==> config.mk <==
export PLATFORM = sky130hd
export DESIGN_NAME = horner_poly_engine
export DESIGN_NICKNAME = d
export VERILOG_FILES = /design/src/rtl/horner_pkg.sv /design/src/rtl/horner_poly_engine_mac.sv /design/src/rtl/horner_poly_engine.sv
export SDC_FILE = /design/constraint.sdc
export NUM_CORES = 2
export LEC_CHECK = 0
export BUFFER_PORTS_ARGS = -buffer_cell sky130_fd_sc_hd__buf_2
export CORE_UTILIZATION = 61
export CTS_BUF_LIST = sky130_fd_sc_hd__clkbuf_2 sky130_fd_sc_hd__clkbuf_4 sky130_fd_sc_hd__clkbuf_8
export DETAILED_ROUTE_END_ITERATION = 7
export MAX_ROUTING_LAYER = met4
export PLACE_DENSITY = 0.89
export SYNTH_ARGS = -nofsm -noshare
export SYNTH_HDL_FRONTEND = slang
export SYNTH_SLANG_ARGS = --single-unit
==> constraint.sdc <==
create_clock -name clk_n -period 11.39 [get_ports clk_n]
set_clock_uncertainty 0.05 [all_clocks]
set_input_delay 0.5695 -clock clk_n [delete_from_list [all_inputs] [get_ports clk_n]]
set_output_delay 0.5695 -clock clk_n [all_outputs]
set_load 0.005 [all_outputs]
==> src/rtl/horner_pkg.sv <==
// Shared definitions for the Horner polynomial engine: FSM encoding, the wide
// intermediate type used by the MAC, rounding constant and saturation helper.
package horner_pkg;

   localparam logic [1:0] ST_IDLE = 2'd0;
   localparam logic [1:0] ST_ITER = 2'd1;
   localparam logic [1:0] ST_OUT  = 2'd2;

   typedef enum logic [1:0] {
      IDLE = ST_IDLE,
      ITER = ST_ITER,
      OUT  = ST_OUT
   } state_e;

   // Holds a full 2*WIDTH product plus rounding and coefficient carries for WIDTH <= 64.
   localparam int SAT_IW = 130;
   typedef logic signed [SAT_IW-1:0] wide_t;

   function automatic wide_t round_const(input int frac);
      return wide_t'(1) <<< (frac - 1);
   endfunction

   function automatic wide_t sat_to_width(input wide_t s, input int w);
      wide_t hi;
      wide_t lo;
      hi = (wide_t'(1) <<< (w - 1)) - wide_t'(1);
      lo = -(wide_t'(1) <<< (w - 1));
      if (s > hi)
         return hi;
      else if (s < lo)
         return lo;
      else
         return s;
   endfunction

endpackage

==> src/rtl/horner_poly_engine_mac.sv <==
// Combinational fixed-point multiply, round-half-up, add and saturate:
// result = sat((acc*x + 2^(FRAC-1)) >>> FRAC + c).
module horner_mac
   import horner_pkg::*;
#(
   parameter int WIDTH = 32,
   parameter int FRAC  = 16
) (
   input  logic signed [WIDTH-1:0] acc,
   input  logic signed [WIDTH-1:0] x,
   input  logic signed [WIDTH-1:0] c,
   output logic signed [WIDTH-1:0] result,
   output logic                    sat
);

   localparam int PW = 2 * WIDTH;

   logic signed [PW-1:0] p;
   wide_t p_r;
   wide_t s;
   wide_t clamped;

   always_comb begin
      p       = PW'(acc) * PW'(x);
      p_r     = (wide_t'(p) + round_const(FRAC)) >>> FRAC;
      s       = p_r + wide_t'(c);
      clamped = sat_to_width(s, WIDTH);
      sat     = (clamped != s);
      result  = clamped[WIDTH-1:0];
   end

endmodule

==> src/rtl/horner_poly_engine.sv <==
// Fixed-point Horner polynomial evaluator with a writable coefficient bank,
// valid/ready operand and result handshakes, saturation and overflow flag.
module horner_poly_engine
   import horner_pkg::*;
#(
   parameter  int WIDTH   = 32,
   parameter  int FRAC    = 16,
   parameter  int MAX_DEG = 7,
   localparam int DW      = $clog2(MAX_DEG + 1)
) (
   input  logic             clk_n,
   input  logic             rst_n,
   input  logic             coef_wr_en,
   input  logic [DW-1:0]    coef_wr_addr,
   input  logic [WIDTH-1:0] coef_wr_data,
   input  logic             in_valid,
   output logic             in_ready,
   input  logic [WIDTH-1:0] in_x,
   input  logic [DW-1:0]    in_deg,
   output logic             out_valid,
   input  logic             out_ready,
   output logic [WIDTH-1:0] out_result,
   output logic             out_ovf
);

   // Handshakes: a transfer happens on a falling clk_n edge where valid and
   // ready are both high; valid and its payload hold until that edge.

   localparam logic [DW:0] MAX_DEG_W = (DW + 1)'(MAX_DEG);

   state_e                  state;
   logic signed [WIDTH-1:0] coef [MAX_DEG+1];
   logic signed [WIDTH-1:0] x_q;
   logic signed [WIDTH-1:0] acc;
   logic signed [WIDTH-1:0] mac_c;
   logic signed [WIDTH-1:0] mac_res;
   logic [DW-1:0]           idx;
   logic [DW-1:0]           idx_m1;
   logic [DW-1:0]           deg_eff;
   logic                    ovf;
   logic                    mac_sat;
   logic                    wr_ok;

   assign deg_eff  = ({1'b0, in_deg} > MAX_DEG_W) ? MAX_DEG_W[DW-1:0] : in_deg;
   assign wr_ok    = coef_wr_en && ({1'b0, coef_wr_addr} <= MAX_DEG_W);
   assign idx_m1   = idx - DW'(1);
   assign mac_c    = coef[idx_m1];
   assign in_ready = (state == IDLE);

   horner_mac #(
      .WIDTH (WIDTH),
      .FRAC  (FRAC)
   ) u_mac (
      .acc    (acc),
      .x      (x_q),
      .c      (mac_c),
      .result (mac_res),
      .sat    (mac_sat)
   );

   always_ff @(negedge clk_n or negedge rst_n) begin
      if (!rst_n) begin
         state      <= IDLE;
         x_q        <= '0;
         acc        <= '0;
         idx        <= '0;
         ovf        <= 1'b0;
         out_valid  <= 1'b0;
         out_result <= '0;
         out_ovf    <= 1'b0;
         for (int i = 0; i <= MAX_DEG; i++) coef[i] <= '0;
      end else begin
         case (state)
            IDLE: begin
               // The accept below reads the bank before this edge's write lands.
               if (wr_ok) coef[coef_wr_addr] <= coef_wr_data;
               if (in_valid) begin
                  x_q   <= in_x;
                  acc   <= coef[deg_eff];
                  idx   <= deg_eff;
                  ovf   <= 1'b0;
                  state <= ITER;
               end
            end
            ITER: begin
               if (idx == '0) begin
                  out_result <= acc;
                  out_ovf    <= ovf;
                  out_valid  <= 1'b1;
                  state      <= OUT;
               end else begin
                  acc <= mac_res;
                  idx <= idx_m1;
                  ovf <= ovf | mac_sat;
               end
            end
            OUT: begin
               if (out_ready) begin
                  out_valid <= 1'b0;
                  state     <= IDLE;
               end
            end
            default: state <= IDLE;
         endcase
      end
   end

endmodule

==> results.cfg <==
[cells_and_area]
final_cell_mix = inv_1, fa_1, nand2_1
fill_cells = 5849
nets = 7171
drive_gt1_frac = 0.202
layout_commonest_cell = inv_1
multiInputGateArea_sq_um = 42800
register_area_sq_um = 9010
area_growth_pct = 10.9

[cts]
cts_buffers = 61
cts.sinks = 360
worst_skew_pair.late_latency_ns = 0.69
clk_path_buf_depth = 3
hold_buffers = 0
tritoncts = yes
clkTransAtPathRegs_ns = 0.05
cts-root-buf = clkbuf_8
cts-htree-levels = 2

[synthesis]
synthFlopType = dfrtn_1
async_flop_share = 1.00
synth_enable_flop_cells = 0
synth.avg_cell_area_sq_um = 10.2
synth_warnings = 0
postSynthNetCount = 6977
netlist_area_sq_um = 56700
synth_cell_types = 72
ys_seq_area_frac = 0.159
syn_inst = 5580
ys_seq_elements = 360

[timing]
setup_ws_ns = -0.186
holdWs_ns = 0.401
slew_headroom = 0.246
clock.fmax_mhz = 86.4
hold_violations = 0
fin_crit_ns = 11.58
finalCritPeriodShare = 1.02
drv_slew = 0
tightest_slew_ns = 1.13
setup_viol = 31

[floorplanning]
start_util = 0.618
dieArea_sq_um = 94200
fp.coreArea_sq_um = 91800
num_rows = 111
die_h_microns = 307
io_pins = 110
fp.dieW_microns = 307

[hold_path]
hp-class = reg -> reg
hp-start = out_valid$_DFFE_NN0P_

[route]
avgViaCountPerCell = 6.26
top_layer = met4
met2_length_microns = 82200
met3_length_microns = 21300
ant_nets = 0
drt-wirelength-per-cell_microns = 24.6
dr.pass1.iters = 8
dr_total_vias = 44334
drt-total-wl_microns = 174000
drc = 1
met1_length_microns = 58800
drtIter0Drc = 4699

[grt]
first_global_vias = 47429
grtUsageTotal = 0.367
antenna_found_initial = 7
overflow = 0
grt_pass1_wl_microns = 260000
grt_max_degree = 129

[run_status]
violations = design-rule violations, negative setup slack
run_status = finished, violations left

[setup_path]
critPathMaxStageDelay_ns = 0.66
reg2reg_setup_slack_ns = -0.19
path_common_cell = fa_1
crit_path_end_kind = register
reg2reg_depth = 45
worst_ep_arrival_time_ns = 17.72
slowest_stage = dfrtn_1
critical_path_required_ns = 17.54
worst_r2r_startpoint = x_q[4]$_DFFE_NN0P_
worstSetupPathType = reg -> reg
crit_start = x_q[4]$_DFFE_NN0P_
cp_max_fo = 8
worst_r2r_endpoint = acc[2]$_DFFE_NN0P_
worstSetupEndpoint = acc[2]$_DFFE_NN0P_
worstSetupStartpointType = register

[placed_design]
place_congestion = 0.982
dp_hpwl_microns = 125000
io_buffers = 109

[job]
drv_cap = 0
stage by stage:
stage	instances	util	setup slack [ns]	TNS, ns	cell area, sq um
2_1_floorplan	5580	-	0.192	0	56700
3_3_place_gp	6868	0.652	-0.263	-7.52	59800
3_5_place_dp	6868	0.652	-0.407	-11.38	59800
4_1_cts	6989	0.669	0.00450	0	61400
5_1_grt	7075	0.685	-0.464	-13.49	62900
6_report	7079	0.685	-0.186	-4.08	62900
sequential cells by signal, indices dropped and copies added, names as in the netlist:
name	count
out_ovf	1
x_q	32
coef	256
idx	3
acc	32
ovf	1
out_valid	1
out_result	32
state	2
layer usage:
metal	vias up	track usage
met2	3455	0.577
met5	-	-
met1	22253	0.457
li1	17555	-
met3	1071	0.0916
met4	0	0.146
critical path, delay by kind of cell (launching register included):
family	cells	cell delay [ns]
AOI/OAI and AO/OA	10	1.54
and+or+nand+nor	11	2.14
DFF	1	0.66
xor gates and xnor gates	2	0.46
buffers and inverters	12	1.57
adders and majority gates	10	4.92
final cells by class:
cell class,instances,area share
Clock buffer,91,0.0184
Tap cell,1243,0.0247
Sequential cell,360,0.143
Antenna cell,10,0.000398
Timing Repair Buffer,463,0.0608
Inverter,1130,0.0675
Clock inverter,24,0.00446
Multi-Input combinational cell,3758,0.680
synthesized netlist by cell type, types with 5 or more instances:
master       n  area share
mux2_2     322       0.064
clkbuf_1   276       0.018
xnor2_1     60      0.0093
buf_2        8     0.00071
mux2i_1     33      0.0058
xor2_1      31      0.0048
inv_1     1128       0.075
o211a_1      5     0.00088
a21o_1      48      0.0064
a31oi_1     13      0.0014
o221ai_1    27      0.0042
buf_1       40      0.0026
fa_1      1091        0.39
nand4_1     29      0.0032
ha_1       231       0.051
o22a_1       5     0.00077
a211oi_1    16      0.0021
or3_1        7     0.00077
buf_6        5     0.00099
nand2_1    721       0.048
nor2b_1     15      0.0017
and2_1     472       0.052
o22ai_1      9     0.00099
nand3_1     20      0.0018
mux4_2     128       0.051
nor2_1     122      0.0081
a21oi_1     98      0.0087
o211ai_1     5     0.00066
o21a_1       9      0.0012
o21ai_0     70      0.0062
nor3_1      25      0.0022
dfrtn_1    360        0.16
o22ai_2     20      0.0044
and3_1      14      0.0015
nand2b_1    30      0.0033
o21bai_1    15      0.0020
cells by family after synthesis:
logic type	count (synthesis)	share of synthesized area
AOI/OAI and AO/OA	381	0.0461
xor gates and xnor gates	91	0.0141
buffers and inverters	1462	0.0981
and+or+nand+nor	1481	0.126
muxes	483	0.121
adders and majority gates	1322	0.436
DFF	360	0.159
how the worst min path moves through the flow:
stage                                 end  depth (start not counted)  slack, ns
detailed placement  out_valid$_DFFE_NN0P_                          1       0.38
global route        out_valid$_DFFE_NN0P_                          1       0.41
finish              out_valid$_DFFE_NN0P_                          1       0.40
floorplan           out_valid$_DFFE_NN0P_                          1       0.38
global placement    out_valid$_DFFE_NN0P_                          1       0.37
CTS                 out_valid$_DFFE_NN0P_                          1       0.40
timing repair:
action                                  4_1_cts  5_1_grt
pin swaps                                     1       96
gates cloned                                  0        6
endpoints found under the setup margin       32       32
endpoints found under the hold margin         0        0
gates resized for setup                      18      167
buffers inserted                              6       74
Power is left out: the tool's default activity adds up to more than one toggle a clock period on the data nets, which glitch-free logic cannot reach.
